$ cat src/rtl/timer_bank.sv
// timer_bank: NUM_CH independent two-phase timers with per-channel prescaler,
// one-shot mode and an end-of-cycle done pulse.
//
// Ports:
//   clk, rst        clock and synchronous active-high reset
//   cfg_we/ch/addr  config write: addr 0=period_a 1=period_b 2=divisor 3=mode
//   cfg_wdata       config data, truncated to the field width
//   set, reset      per-channel start/stop requests, rising-edge detected
//   enabled         channel running
//   out             channel waveform (high in phase A)
//   done            one-cycle pulse at the end of each phase B
//   gate            per-channel count enable (only with TIMER_BANK_GATE_EN)
//
// Optional feature: define TIMER_BANK_GATE_EN to add the gate input.
module timer_bank #(
    parameter int NUM_CH = 4,
    parameter int CNT_W  = 10,
    parameter int DIV_W  = 4
) (
    input  logic              clk,
    input  logic              rst,
    input  logic              cfg_we,
    input  logic [2:0]        cfg_ch,
    input  logic [1:0]        cfg_addr,
    input  logic [CNT_W-1:0]  cfg_wdata,
    input  logic [NUM_CH-1:0] set,
    input  logic [NUM_CH-1:0] reset,
    output logic [NUM_CH-1:0] enabled,
    output logic [NUM_CH-1:0] out,
    output logic [NUM_CH-1:0] done
`ifdef TIMER_BANK_GATE_EN
    ,
    input  logic [NUM_CH-1:0] gate
`endif
);

    localparam int PW = 2 ** DIV_W;

    typedef enum logic [1:0] {
        IDLE    = 2'd0,
        PHASE_A = 2'd1,
        PHASE_B = 2'd2
    } state_t;

    logic [NUM_CH-1:0] set_prev;
    logic [NUM_CH-1:0] reset_prev;
    logic [NUM_CH-1:0] set_edge;
    logic [NUM_CH-1:0] reset_edge;

    assign set_edge   = set & ~set_prev;
    assign reset_edge = reset & ~reset_prev;

    always_ff @(posedge clk) begin
        if (rst) begin
            set_prev   <= '0;
            reset_prev <= '0;
        end else begin
            set_prev   <= set;
            reset_prev <= reset;
        end
    end

    for (genvar i = 0; i < NUM_CH; i++) begin : g_ch
        logic [CNT_W-1:0] period_a;
        logic [CNT_W-1:0] period_b;
        logic [DIV_W-1:0] divisor;
        logic             oneshot;
        logic             cfg_hit;
        logic             run;
        logic             tick;
        logic [PW-1:0]    pre_max;
        state_t           st_q;
        state_t           st_d;
        logic [CNT_W-1:0] cnt_q;
        logic [CNT_W-1:0] cnt_d;
        logic [PW-1:0]    pre_q;
        logic [PW-1:0]    pre_d;
        logic             done_q;
        logic             done_d;

        // cfg_ch values at or above NUM_CH never match any channel
        assign cfg_hit = cfg_we && (cfg_ch == 3'(i));

`ifdef TIMER_BANK_GATE_EN
        assign run = gate[i];
`else
        assign run = 1'b1;
`endif

        assign pre_max = (PW'(1) << divisor) - PW'(1);
        assign tick    = run && (pre_q == pre_max);

        always_ff @(posedge clk) begin
            if (rst) begin
                period_a <= CNT_W'(2);
                period_b <= CNT_W'(3);
                divisor  <= '0;
                oneshot  <= 1'b0;
            end else if (cfg_hit) begin
                case (cfg_addr)
                    2'd0:    period_a <= cfg_wdata;
                    2'd1:    period_b <= cfg_wdata;
                    2'd2:    divisor  <= cfg_wdata[DIV_W-1:0];
                    default: oneshot  <= cfg_wdata[0];
                endcase
            end
        end

        always_ff @(posedge clk) begin
            if (rst) begin
                st_q   <= IDLE;
                cnt_q  <= '0;
                pre_q  <= '0;
                done_q <= 1'b0;
            end else begin
                st_q   <= st_d;
                cnt_q  <= cnt_d;
                pre_q  <= pre_d;
                done_q <= done_d;
            end
        end

        // Compares use the live period registers; a smaller new period than
        // the running count lets the counter wrap before it matches.
        always_comb begin
            st_d   = st_q;
            cnt_d  = cnt_q;
            pre_d  = pre_q;
            done_d = 1'b0;
            if (reset_edge[i]) begin
                st_d  = IDLE;
                cnt_d = '0;
                pre_d = '0;
            end else if (set_edge[i]) begin
                st_d  = PHASE_A;
                cnt_d = '0;
                pre_d = '0;
            end else begin
                unique case (st_q)
                    IDLE: begin
                        cnt_d = '0;
                        pre_d = '0;
                    end
                    PHASE_A: begin
                        if (run) begin
                            pre_d = tick ? '0 : pre_q + PW'(1);
                        end
                        if (tick) begin
                            if (cnt_q == period_a) begin
                                st_d  = PHASE_B;
                                cnt_d = '0;
                            end else begin
                                cnt_d = cnt_q + CNT_W'(1);
                            end
                        end
                    end
                    PHASE_B: begin
                        if (run) begin
                            pre_d = tick ? '0 : pre_q + PW'(1);
                        end
                        if (tick) begin
                            if (cnt_q == period_b) begin
                                done_d = 1'b1;
                                cnt_d  = '0;
                                st_d   = oneshot ? IDLE : PHASE_A;
                            end else begin
                                cnt_d = cnt_q + CNT_W'(1);
                            end
                        end
                    end
                    default: begin
                        st_d  = IDLE;
                        cnt_d = '0;
                        pre_d = '0;
                    end
                endcase
            end
        end

        assign enabled[i] = (st_q != IDLE);
        assign out[i]     = (st_q == PHASE_A);
        assign done[i]    = done_q;
    end

endmodule

$ cat config.mk
export PLATFORM = sky130hd
export DESIGN_NAME = timer_bank
export DESIGN_NICKNAME = d
export VERILOG_FILES = /design/src/rtl/timer_bank.sv
export SDC_FILE = /design/constraint.sdc
export NUM_CORES = 1
export LEC_CHECK = 0
export ABC_AREA = 1
export CAP_MARGIN = 25
export CORE_MARGIN = 4
export CORE_UTILIZATION = 55
export CTS_BUF_LIST = sky130_fd_sc_hd__clkbuf_8
export CTS_CLUSTER_DIAMETER = 80
export DETAILED_ROUTE_END_ITERATION = 10
export DONT_BUFFER_PORTS = 1
export GPL_TIMING_DRIVEN = 0
export PLACE_DENSITY = 0.71
export SLEW_MARGIN = 20
export SYNTH_ARGS = -nofsm -noshare
export SYNTH_HDL_FRONTEND = slang
export SYNTH_SLANG_ARGS = --single-unit
$ cat constraint.sdc
create_clock -name clk -period 3.2 [get_ports clk]
set_input_delay 0.8 -clock clk [delete_from_list [all_inputs] [get_ports clk]]
set_output_delay 0.8 -clock clk [all_outputs]
set_load 0.05 [all_outputs]
==> run_summary.xml <==
<?xml version="1.0" encoding="UTF-8"?>
<metrics>
  <group name="run_status">
    <metric name="outcome" unit="">finished clean</metric>
  </group>
  <group name="clock_tree">
    <metric name="number_of_sinks_handled_by_clock_tree_synthesis" unit="">224</metric>
    <metric name="clk_transition_reported_paths" unit="ns">0.06</metric>
    <metric name="cts_tree" unit="">yes</metric>
    <metric name="clock_path_buffers" unit="">3</metric>
    <metric name="clock_tree.htree_level_count" unit="">2</metric>
    <metric name="clock_latency" unit="ns">0.55</metric>
    <metric name="clock_tree.root_cell" unit="">sky130_fd_sc_hd__clkbuf_8</metric>
    <metric name="number_of_buffers_inserted_to_repair_setup_after_cts" unit="">0</metric>
    <metric name="cts_repair_resize_count" unit="">0</metric>
    <metric name="tritoncts.num_buffers" unit="">41</metric>
    <metric name="cts_hold_buf" unit="">0</metric>
  </group>
  <group name="yosys">
    <metric name="synth_ff_type" unit="">sky130_fd_sc_hd__dfxtp_1</metric>
    <metric name="postSynthRegisterBits" unit="">224</metric>
    <metric name="post_synth_num_cell_types" unit="">43</metric>
    <metric name="yosysSeqAreaShare" unit="">0.351</metric>
    <metric name="synth_async_sr_flop_share" unit="">0</metric>
    <metric name="synth_edf_count" unit="">0</metric>
    <metric name="synth_most_common_cell" unit="">sky130_fd_sc_hd__nand2_1</metric>
    <metric name="syn_nets" unit="">2003</metric>
    <metric name="netlist.top_cell.by_area" unit="">sky130_fd_sc_hd__dfxtp_1</metric>
    <metric name="syn_avg_cell_area" unit="um2">6.55</metric>
    <metric name="yosys.area.top_type_share" unit="">0.351</metric>
    <metric name="yosys_warn_count" unit="">0</metric>
    <metric name="syn_inst" unit="">1953</metric>
    <metric name="post_synth_main_area_contributors" unit="">sky130_fd_sc_hd__dfxtp_1 35%, sky130_fd_sc_hd__nand2_1 12%, sky130_fd_sc_hd__nor2_1 9.2%</metric>
    <metric name="synth_area" unit="um2">12800</metric>
    <metric name="synth.top_cells.by_count" unit="">402 x sky130_fd_sc_hd__nand2_1, 314 x sky130_fd_sc_hd__nor2_1, 225 x sky130_fd_sc_hd__inv_1</metric>
  </group>
  <group name="floorplanning">
    <metric name="die_area" unit="um2">25800</metric>
    <metric name="start_util" unit="">0.562</metric>
    <metric name="num_io_pins" unit="">38</metric>
    <metric name="fp.dieW" unit="um">161</metric>
    <metric name="core.rowCount" unit="">55</metric>
    <metric name="core_region_area" unit="um2">22800</metric>
    <metric name="die_y" unit="um">161</metric>
  </group>
  <group name="layout">
    <metric name="nFillCells" unit="">2213</metric>
    <metric name="drive_gt1_frac" unit="">0.0705</metric>
    <metric name="finish.instance_area" unit="um2">14100</metric>
    <metric name="syn_to_final_growth" unit="%">10.3</metric>
    <metric name="antennaDiodeCount" unit="">0</metric>
    <metric name="layout.nets" unit="">2046</metric>
  </group>
  <group name="placement">
    <metric name="port_buffers" unit="">0</metric>
    <metric name="dp_worst_setup_slack" unit="ns">0.0479</metric>
    <metric name="finalWeightedCongestion" unit="">0.888</metric>
    <metric name="dpl.hpwl" unit="um">24100</metric>
    <metric name="place_area" unit="um2">13200</metric>
  </group>
  <group name="critical_path">
    <metric name="worst_ep_required_time" unit="ns">3.64</metric>
    <metric name="r2r_start" unit="">g_ch[1].divisor[1]$_SDFFE_PP0P_</metric>
    <metric name="critical_path.endpoint_type" unit="">flop</metric>
    <metric name="crit_arrival" unit="ns">3.31</metric>
    <metric name="worstPathMaxFanout" unit="">10</metric>
    <metric name="timing.setup.critical_path_class" unit="">reg -&gt; reg</metric>
    <metric name="critical_path_launch_point_type" unit="">flop</metric>
    <metric name="r2r_cells" unit="">14</metric>
    <metric name="regToRegEndpoint" unit="">g_ch[1].pre_q[13]$_SDFF_PP0_</metric>
    <metric name="ff2ff_setup_slack" unit="ns">0.33</metric>
  </group>
  <group name="power_and_ir_drop">
    <metric name="sequentialPowerShare" unit="">0.456</metric>
    <metric name="internal-power" unit="mW">4.64</metric>
    <metric name="power.leakage" unit="nW">6.08</metric>
    <metric name="switching_power" unit="mW">1.59</metric>
    <metric name="gate_power_share" unit="">0.079</metric>
    <metric name="power_frac_clock" unit="">0.465</metric>
    <metric name="pwr_density_cell" unit="nW/um2">442</metric>
    <metric name="power_switching_share" unit="">0.256</metric>
    <metric name="ir_worst_vdd" unit="V">0.000454</metric>
  </group>
  <group name="routing">
    <metric name="wire_length_per_cell_after_detailed_routing" unit="um">14.0</metric>
    <metric name="detail-route-antenna-nets" unit="">0</metric>
    <metric name="viasPerCell" unit="">5.29</metric>
    <metric name="detailedRoute.firstPassIterationCount" unit="">5</metric>
    <metric name="initialDrtViolationCount" unit="">829</metric>
    <metric name="remaining_drc_errors" unit="">0</metric>
    <metric name="vias" unit="">12400</metric>
    <metric name="route.final.wire_length" unit="um">32700</metric>
  </group>
  <group name="grt">
    <metric name="maximum_number_of_pins_on_one_net_before_global_route_repair" unit="">11</metric>
    <metric name="gr-total-overflow" unit="">0</metric>
    <metric name="first_global_vias" unit="">11700</metric>
    <metric name="antenna_found_initial" unit="">0</metric>
    <metric name="global_route.usage.total" unit="">0.249</metric>
    <metric name="grt_first_pass_wirelength" unit="um">55100</metric>
  </group>
  <group name="worst_hold_path">
    <metric name="min_delay_path_depth" unit="">1</metric>
    <metric name="holdCritPathClass" unit="">in -&gt; reg</metric>
    <metric name="hold_path_end" unit="">g_ch[2].oneshot$_SDFFE_PP0P_</metric>
    <metric name="holdCritStartpoint" unit="">rst</metric>
  </group>
  <group name="timing">
    <metric name="tightest_slew" unit="ns">0.758</metric>
    <metric name="final_max_slew_viol_count" unit="">0</metric>
    <metric name="clock_skew" unit="ns">0.0319</metric>
    <metric name="setup_viol_count_final" unit="">0</metric>
    <metric name="rsz_0062_raised_after_global_routing" unit="">no</metric>
    <metric name="finalWorstPathRequiredPeriod" unit="ns">2.87</metric>
    <metric name="max-slew-margin-rel" unit="">0.495</metric>
    <metric name="total_negative_slack" unit="ns">0</metric>
    <metric name="peak_freq" unit="MHz">348</metric>
    <metric name="setup_slack_of_the_critical_path_after_layout" unit="ns">0.330</metric>
    <metric name="tcrit_tclk_final" unit="">0.897</metric>
    <metric name="report.final.hold_viol_count" unit="">0</metric>
  </group>
  <group name="flow_run">
    <metric name="max-cap-violations" unit="">0</metric>
  </group>
</metrics>
## worst max-delay path, stage by stage (launching register included)
cell and delay (ns):
sky130_fd_sc_hd__dfxtp_1 0.29, sky130_fd_sc_hd__buf_2 0.17, sky130_fd_sc_hd__nor2_1 0.32, sky130_fd_sc_hd__nand2_1 0.17, sky130_fd_sc_hd__ha_1 0.39, sky130_fd_sc_hd__o21ai_0 0.10
sky130_fd_sc_hd__nor2_1 0.13, sky130_fd_sc_hd__nand3_1 0.09, sky130_fd_sc_hd__nor2_1 0.12, sky130_fd_sc_hd__nand2_1 0.06, sky130_fd_sc_hd__nor2_1 0.14, sky130_fd_sc_hd__nand3_2 0.21
sky130_fd_sc_hd__nand3_1 0.29, sky130_fd_sc_hd__buf_4 0.23, sky130_fd_sc_hd__nor2_1 0.06
## stage by stage
stage	total power, mW	hold slack, ns	cells	utilization
5_1_grt	6.49	0.315	2340	0.619
3_3_place_gp	3.37	0.456	2266	0.579
2_1_floorplan	3.26	0.430	1953	-
3_5_place_dp	3.37	0.462	2266	0.579
4_1_cts	6.28	0.303	2340	0.617
6_report	6.23	0.325	2340	0.619
## flip-flops by register name, indices dropped and copies added (netlist names)
register / count
g_ch.period_b: 40
set_prev: 4
reset_prev: 4
g_ch.done_q: 4
g_ch.oneshot: 4
g_ch.cnt_q: 40
g_ch.st_q: 8
g_ch.divisor: 16
g_ch.period_a: 40
g_ch.pre_q: 64
## final cells by class
| cell class | count | area (um2) | area share |
|---|---|---|---|
| tap | 313 | 392 | 0.0278 |
| clock inverter | 23 | 176 | 0.0125 |
| multi-input combinational | 1437 | 7180 | 0.509 |
| inverter | 235 | 882 | 0.0625 |
| sequential | 224 | 4480 | 0.318 |
| buffer | 57 | 292 | 0.0207 |
| clock buffer | 51 | 702 | 0.0498 |
## layer usage
layer	routed length, um	track usage
met5	0	0
met4	676	0.0696
met3	2030	0.0454
met2	15100	0.416
met1	14900	0.333
## cells by family after synthesis
group	Yosys count	share of synthesized area
simple gates	1067	0.365
buf+inv	292	0.0917
compound gates	253	0.104
flops	224	0.351
xor+xnor	93	0.0647
fa+ha+maj	24	0.0235
## worst max-delay path by stage
stage	start	to	slack [ns]	cells past startpoint
2_1_floorplan	g_ch[1].divisor[1]$_SDFFE_PP0P_	g_ch[1].pre_q[13]$_SDFF_PP0_	0.90	14
3_3_place_gp	g_ch[0].divisor[0]$_SDFFE_PP0P_	g_ch[0].pre_q[10]$_SDFF_PP0_	0.06	14
3_5_place_dp	g_ch[0].divisor[0]$_SDFFE_PP0P_	g_ch[0].pre_q[10]$_SDFF_PP0_	0.05	14
4_1_cts	g_ch[0].divisor[0]$_SDFFE_PP0P_	g_ch[0].pre_q[10]$_SDFF_PP0_	0.04	14
5_1_grt	g_ch[3].divisor[0]$_SDFFE_PP0P_	g_ch[3].cnt_q[7]$_SDFFE_PP0P_	0.06	16
6_report	g_ch[1].divisor[1]$_SDFFE_PP0P_	g_ch[1].pre_q[13]$_SDFF_PP0_	0.33	14
## cells in the final DEF (no fill, tap or decap), types with 5 or more instances in the layout
cell type	synthesis	layout
sky130_fd_sc_hd__nor3_1	51	51
sky130_fd_sc_hd__nand2_1	402	402
sky130_fd_sc_hd__or2_2	20	20
sky130_fd_sc_hd__inv_1	225	240
sky130_fd_sc_hd__nor2_4	4	5
sky130_fd_sc_hd__nor2_1	314	312
sky130_fd_sc_hd__clkbuf_8	0	51
sky130_fd_sc_hd__xor2_1	70	70
sky130_fd_sc_hd__dfxtp_1	224	224
sky130_fd_sc_hd__nor4_1	10	10
sky130_fd_sc_hd__nand3_1	195	192
sky130_fd_sc_hd__a21oi_1	109	108
sky130_fd_sc_hd__inv_2	8	8
sky130_fd_sc_hd__xnor2_1	22	22
sky130_fd_sc_hd__buf_2	5	5
sky130_fd_sc_hd__o21ai_0	119	119
sky130_fd_sc_hd__clkbuf_1	34	34
sky130_fd_sc_hd__ha_1	24	24
sky130_fd_sc_hd__buf_4	12	12
sky130_fd_sc_hd__nand2_2	8	8
sky130_fd_sc_hd__nor3b_1	12	12
sky130_fd_sc_hd__nand4_1	20	20
sky130_fd_sc_hd__nand3_2	3	5
sky130_fd_sc_hd__nor2_2	6	7
sky130_fd_sc_hd__o22ai_1	11	11
sky130_fd_sc_hd__nand3b_1	14	14
## power by group through the flow
| stage | registers, mW | clock network [mW] | logic, mW |
|---|---|---|---|
| floorplan | 2.89 | 0 | 0.365 |
| global placement | 2.90 | 0 | 0.470 |
| detailed placement | 2.90 | 0 | 0.476 |
| CTS | 2.84 | 2.97 | 0.479 |
| global route | 2.84 | 3.10 | 0.551 |
| finish | 2.84 | 2.90 | 0.492 |
No activity file was read; power rests on OpenSTA's default activity.
